### src/rtl/pipe_ctrl.sv
// Pipeline hazard/stall controller: memory handshake FSM with timeout, priority-encoded
// pipeline enables, and saturating stall/flush performance counters.
module pipe_ctrl #(
  parameter int unsigned TIMEOUT = 255,
  parameter int unsigned CNT_W   = 16
) (
  input  logic             clk_i,
  input  logic             rst_i,
  input  logic             mem_access_i,
  input  logic             mem_ack_i,
  input  logic             hazard_i,
  input  logic             branch_i,
  output logic             mem_req_o,
  output logic             mem_stall_o,
  output logic             pc_write_o,
  output logic             if_id_write_o,
  output logic             if_id_flush_o,
  output logic             id_ex_flush_o,
  output logic             stage_en_o,
  output logic             mem_wb_bubble_o,
  output logic             err_o,
  output logic [CNT_W-1:0] stall_cnt_o,
  output logic [CNT_W-1:0] flush_cnt_o
);

  localparam int unsigned WaitW = $clog2(TIMEOUT + 1);
  localparam logic [WaitW-1:0] WaitLast = WaitW'(TIMEOUT - 1);

  typedef enum logic [1:0] {StIdle, StWait, StErr} state_e;

  state_e           state_q, state_d;
  logic [WaitW-1:0] wait_cnt_q, wait_cnt_d;
  logic [CNT_W-1:0] stall_cnt_q, flush_cnt_q;

  always_comb begin
    state_d     = state_q;
    wait_cnt_d  = wait_cnt_q;
    mem_req_o   = 1'b0;
    mem_stall_o = 1'b0;
    err_o       = 1'b0;
    unique case (state_q)
      StIdle: begin
        mem_req_o   = mem_access_i;
        mem_stall_o = mem_access_i & ~mem_ack_i;
        if (mem_access_i && !mem_ack_i) begin
          state_d    = StWait;
          wait_cnt_d = '0;
        end
      end
      StWait: begin
        mem_req_o   = 1'b1;
        mem_stall_o = ~mem_ack_i;
        // Ack beats timeout when both land in the same cycle.
        if (mem_ack_i) begin
          state_d = StIdle;
        end else if (wait_cnt_q == WaitLast) begin
          state_d = StErr;
        end else begin
          wait_cnt_d = wait_cnt_q + 1'b1;
        end
      end
      StErr: begin
        mem_stall_o = 1'b1;
        err_o       = 1'b1;
      end
      default: state_d = StIdle;
    endcase
  end

  always_comb begin
    pc_write_o      = 1'b1;
    if_id_write_o   = 1'b1;
    stage_en_o      = 1'b1;
    if_id_flush_o   = 1'b0;
    id_ex_flush_o   = 1'b0;
    mem_wb_bubble_o = 1'b0;
    if (mem_stall_o) begin
      pc_write_o      = 1'b0;
      if_id_write_o   = 1'b0;
      stage_en_o      = 1'b0;
      mem_wb_bubble_o = 1'b1;
    end else if (hazard_i) begin
      pc_write_o    = 1'b0;
      if_id_write_o = 1'b0;
      id_ex_flush_o = 1'b1;
    end else if (branch_i) begin
      if_id_flush_o = 1'b1;
    end
  end

  always_ff @(posedge clk_i) begin
    if (!rst_i) begin
      state_q     <= StIdle;
      wait_cnt_q  <= '0;
      stall_cnt_q <= '0;
      flush_cnt_q <= '0;
    end else begin
      state_q    <= state_d;
      wait_cnt_q <= wait_cnt_d;
      if (mem_stall_o && (stall_cnt_q != '1)) begin
        stall_cnt_q <= stall_cnt_q + 1'b1;
      end
      if (if_id_flush_o && (flush_cnt_q != '1)) begin
        flush_cnt_q <= flush_cnt_q + 1'b1;
      end
    end
  end

  assign stall_cnt_o = stall_cnt_q;
  assign flush_cnt_o = flush_cnt_q;

endmodule

### config.mk
export PLATFORM = sky130hd
export DESIGN_NAME = pipe_ctrl
export DESIGN_NICKNAME = d
export VERILOG_FILES = /design/src/rtl/pipe_ctrl.sv
export SDC_FILE = /design/constraint.sdc
export NUM_CORES = 1
export LEC_CHECK = 0
export CAP_MARGIN = 5
export CORE_MARGIN = 8
export CORE_UTILIZATION = 45
export DETAILED_ROUTE_END_ITERATION = 10
export PLACE_DENSITY = 0.75
export SYNTH_ARGS = -nofsm -noshare
export SYNTH_HDL_FRONTEND = slang
export SYNTH_SLANG_ARGS = --single-unit
### constraint.sdc
create_clock -name clk_i -period 2.1 [get_ports clk_i]
set_clock_uncertainty 0.05 [all_clocks]
set_input_delay 0.63 -clock clk_i [delete_from_list [all_inputs] [get_ports clk_i]]
set_output_delay 0.63 -clock clk_i [all_outputs]
set_load 0.005 [all_outputs]
## Word level (Yosys, flattened, before mapping)

Cells that the tools add are included.

- Register bits: 42
- Input bits: 6
- Output and inout port bits: 41

- $add $sub $neg: 3
- Equality and inequality tests: 9
- Mux-type cells: 20
- Bitwise gates (word level): 3
- Reductions and logical operators: 8

Operators with widths:

| kind | number |
|---|---|
| $add 16x1->16 const B | 2 |
| $ne 16x16->1 const B | 2 |
| $mux 8 | 3 |
| $pmux 8 s2 | 1 |
| $mux 1 | 10 |
| $add 8x1->8 const B | 1 |
| $eq 8x8->1 const B | 1 |
| $mux 2 | 3 |
| $ne 2x2->1 const B | 3 |
| $pmux 2 s3 | 1 |
| $reduce_and 4->1 | 1 |
| $logic_and 1x1->1 | 3 |
| $ne 3x3->1 const B | 1 |
| $pmux 1 s3 | 1 |
| $reduce_and 3->1 | 1 |
| $eq 2x1->1 const B | 1 |
| $eq 2x2->1 const B | 1 |
| $logic_not 2->1 | 1 |
| $not 1->1 | 2 |
| $pmux 1 s2 | 1 |
| $reduce_bool 2->1 | 1 |
| $and 1x1->1 | 1 |
| $logic_not 1->1 | 1 |

## Logic depth before layout (Yosys ltp)

- Word-level depth: 5
- Depth in mapped cells: 7
- Mapped depth without buffers: 7

## Worst setup path after synthesis

No wires, ideal clock.

- Path type: input -> output
- Start point: in mem_access_i
- End point: out pc_write_o
- Data arrival time: 1.438 ns
- Data required time: 1.420 ns
- Path slack: -0.018 ns
- Stages: 6
- Cell sequence: nor2_2 o21a_1 buf_6 clkinv_2 nor2_1 buf_4

- Longest elaborated chain between the ends: 3

Ends and longest elaborated chain:

| item | line | source |
|---|---|---|
| from (decl) | 9 | `input logic mem_access_i,` |
| $and 1x1->1 | 44 | `mem_stall_o = mem_access_i & ~mem_ack_i;` |
| $pmux 1 s3 | 41 | `unique case (state_q)` |
| net mem_stall_o | 14 | `output logic mem_stall_o,` |
| $mux 1 | - |  |
| to (decl) | 15 | `output logic pc_write_o,` |

The timed path passes the listed nets, and every way through them passes these cells.

## Final worst setup path

- Start point: in mem_ack_i
- End point: out id_ex_flush_o

- Longest elaborated chain between the ends: 4

Ends and longest elaborated chain:

| item | line | source |
|---|---|---|
| from (decl) | 10 | `input logic mem_ack_i,` |
| $not 1->1 (*) | 44, 52 |  |
| $and 1x1->1 | 44 |  |
| $pmux 1 s3 (*) | 41 |  |
| $mux 1 (*) | 77 | `if (mem_stall_o) begin` |
| to (decl) | 18 | `output logic id_ex_flush_o,` |

Mark *: on every way between the ends. The rest lies on a longest branch, timed or not.

==> run metrics <==
Synth Instances=254; crit-path max FO=3; Register Area=842 µm²; Detailed Place HPWL=4120 µm; fin nets=338; TritonRoute pass-1 iters=4; top_reg_cell synth=dfxtp_1; Post-synth EDFFs=0; placed inst area=0.00283 mm²; critical path arrival=1440 ps; gr usage total=15.4%; status=finished, violations left; total CTS buffers=5; Final min period=2120 ps; Total Die Area=0.00731 mm²; initial antenna violation count=0; later-pin clock latency in the skew report=290 ps; Netlist cell types=48; Final Power=1.51 mW; top cell type's share of synthesized area=38.7%; DRC viols=0; maximum VDD drop=0.430 mV; DIE WIDTH=85.5 µm; Vias=2049; final instance area=0.00298 mm²; critical path data required time=1420 ps; number of clock sinks=42; worst-margin pin slew=566 ps; hold path start=flush_cnt_o[1]; share of layout cells above drive strength 1=18.5%; Starting Density=46.3%; Critical path origin=mem_ack_i; CTS tree=built; Fill cells=407; number of antenna diodes=0; leak pwr=1.17 nW; CTS Buffer Depth=2; die height=85.5 µm; Core ar.=0.00469 mm²; CP Capture Type=output pin; worst r2r src=state_q[1]; initial DRC count=100; P per Cell Area=506 mW/mm²; clock root buffer=clkbuf_8; first-pass GRT wire length=9190 µm; multi-input combinational cell area=0.00129 mm²; clk slew on worst S/H paths=70 ps; number of global-route vias before repair=1930; failing checks=negative setup slack; Setup-failing EPs final=2; routability cong.=0.808; relative slew slack=62.1%; CP Launch Type=input port; grt ovf=0; yosys warns=0; Hold Crit Class=reg -> reg; Max Slew Vio Count=0; Place WS=-773 ps; maxcap violations=0; PnR worst setup slack=-16.5 ps; asr flop ratio synth=0%; Reg-to-Reg End=stall_cnt_o[7]; crit share post-route=101%; Yosys top cell by area=dfxtp_1; Post-Syn Area=0.00217 mm²; Synth area leaders=dfxtp_1 39%, xnor2_1 7.2%, nor2_1 5.2%, mux2i_1 5.1%, nand2_1 4.8%; pin count of the biggest net entering global routing=13; upper clock frequency limit=472 MHz; wire per inst=14.2 µm; Top Ports=47; via density per instance=5.35; RSZ-0062 raised after global routing=yes; Final Hold Viols=0; syn_area_per_cell=8.56 µm²; final WL=5430 µm; Routed Antenna Nets=0; count of input and output buffers=46; Mapped Nets=264; P&R area growth vs syn=37.1%; critical path class=in -> out; Core Rows=25; hold path cells=2; R2R depth=8; FF+latch count, synth=42; flop2flop setup slack=240 ps; Worst setup endpoint=id_ex_flush_o; commonest non-fill, non-tap cell in the layout=dfxtp_1; most frequent cells in the layout=41 x dfxtp_1, 33 x clkdlybuf4s50_1, 29 x nor2_1; CTS H-tree depth=2; sequential-to-total area share from yosys stat=38.7%
worst max-delay path: stages:
cell    delay [ps]
buf_6           90
or2_4          240
o21a_4         230
and2_4         140
buf_6          100
routing by layer:
metal | wire (µm) | up-vias | GRT usage (%)
met5 | 0 | - | 0
met4 | 72 | 0 | 6.21
met3 | 175 | 7 | 3.06
met2 | 2670 | 29 | 26.0
met1 | 2510 | 971 | 18.6
li1 | - | 1042 | -
logic make-up after synthesis:
kind of cell               share of synthesized area (%)
and+or+nand+nor                                     30.4
DFF                                                 38.7
AOI/OAI and AO/OA                                   11.8
xor gates and xnor gates                            8.06
buffers and inverters                               3.68
muxes                                               5.06
adders and majority gates                           2.30
registers in the layout, summed over array words and instances (netlist names):
register	count
state_q	2
flush_cnt_o	16
wait_cnt_q	8
stall_cnt_o	16
metrics by stage:
stage | hold WS (ps) | std cells | TNS, ps | util [%]
after floorplan | 423 | 254 | 0 | -
after global placement | 431 | 369 | -12840 | 60.4
after detailed placement | 443 | 369 | -13350 | 60.4
after CTS | 458 | 382 | -163 | 63.1
after global routing | 477 | 383 | -135 | 63.5
final | 454 | 383 | -19.7 | 63.5
where the power goes:
group / switching [mW] / internal (mW)
registers: 0.0125 / 0.805
logic: 0.0757 / 0.0831
clock network: 0.268 / 0.265
total: 0.356 / 1.15
area by class of cell:
| class | instances | share of cell area (%) |
|---|---|---|
| multi-input cells | 195 | 43.2 |
| clock inverters | 1 | 0.168 |
| inverters | 9 | 1.30 |
| well taps | 54 | 2.27 |
| repair buffers | 75 | 21.9 |
| clock buffers | 7 | 2.90 |
| flip-flops and latches | 42 | 28.2 |
timing repair:
action	4_1_cts	5_1_grt
hold buffers	0	0
gates cloned	0	0
gates resized for setup	49	4
buffers inserted	5	1
setup endpoints to repair	17	8
pin swaps	5	4
worst min-delay path by stage:
stage | endpoint | slack, ps
2_1_floorplan | wait_cnt_q[7] | 420
3_3_place_gp | stall_cnt_o[9] | 430
3_5_place_dp | flush_cnt_o[3] | 440
4_1_cts | flush_cnt_o[3] | 460
5_1_grt | flush_cnt_o[1] | 480
6_report | flush_cnt_o[1] | 450
synthesized netlist by cell type, drive strengths merged, types with 2 or more instances:
cell	count
nand2b	10
a21oi	6
nor2	31
nand4	11
ha	4
a31oi	2
o21a	3
nor4	8
o21ai	7
xor2	2
xnor2	18
clkbuf	5
nor3	8
buf	3
mux2i	11
dfxtp	42
nand3	15
nand2	28
a211oi	6
and3	8
inv	8
No activity file was read; power rests on OpenSTA's default activity.
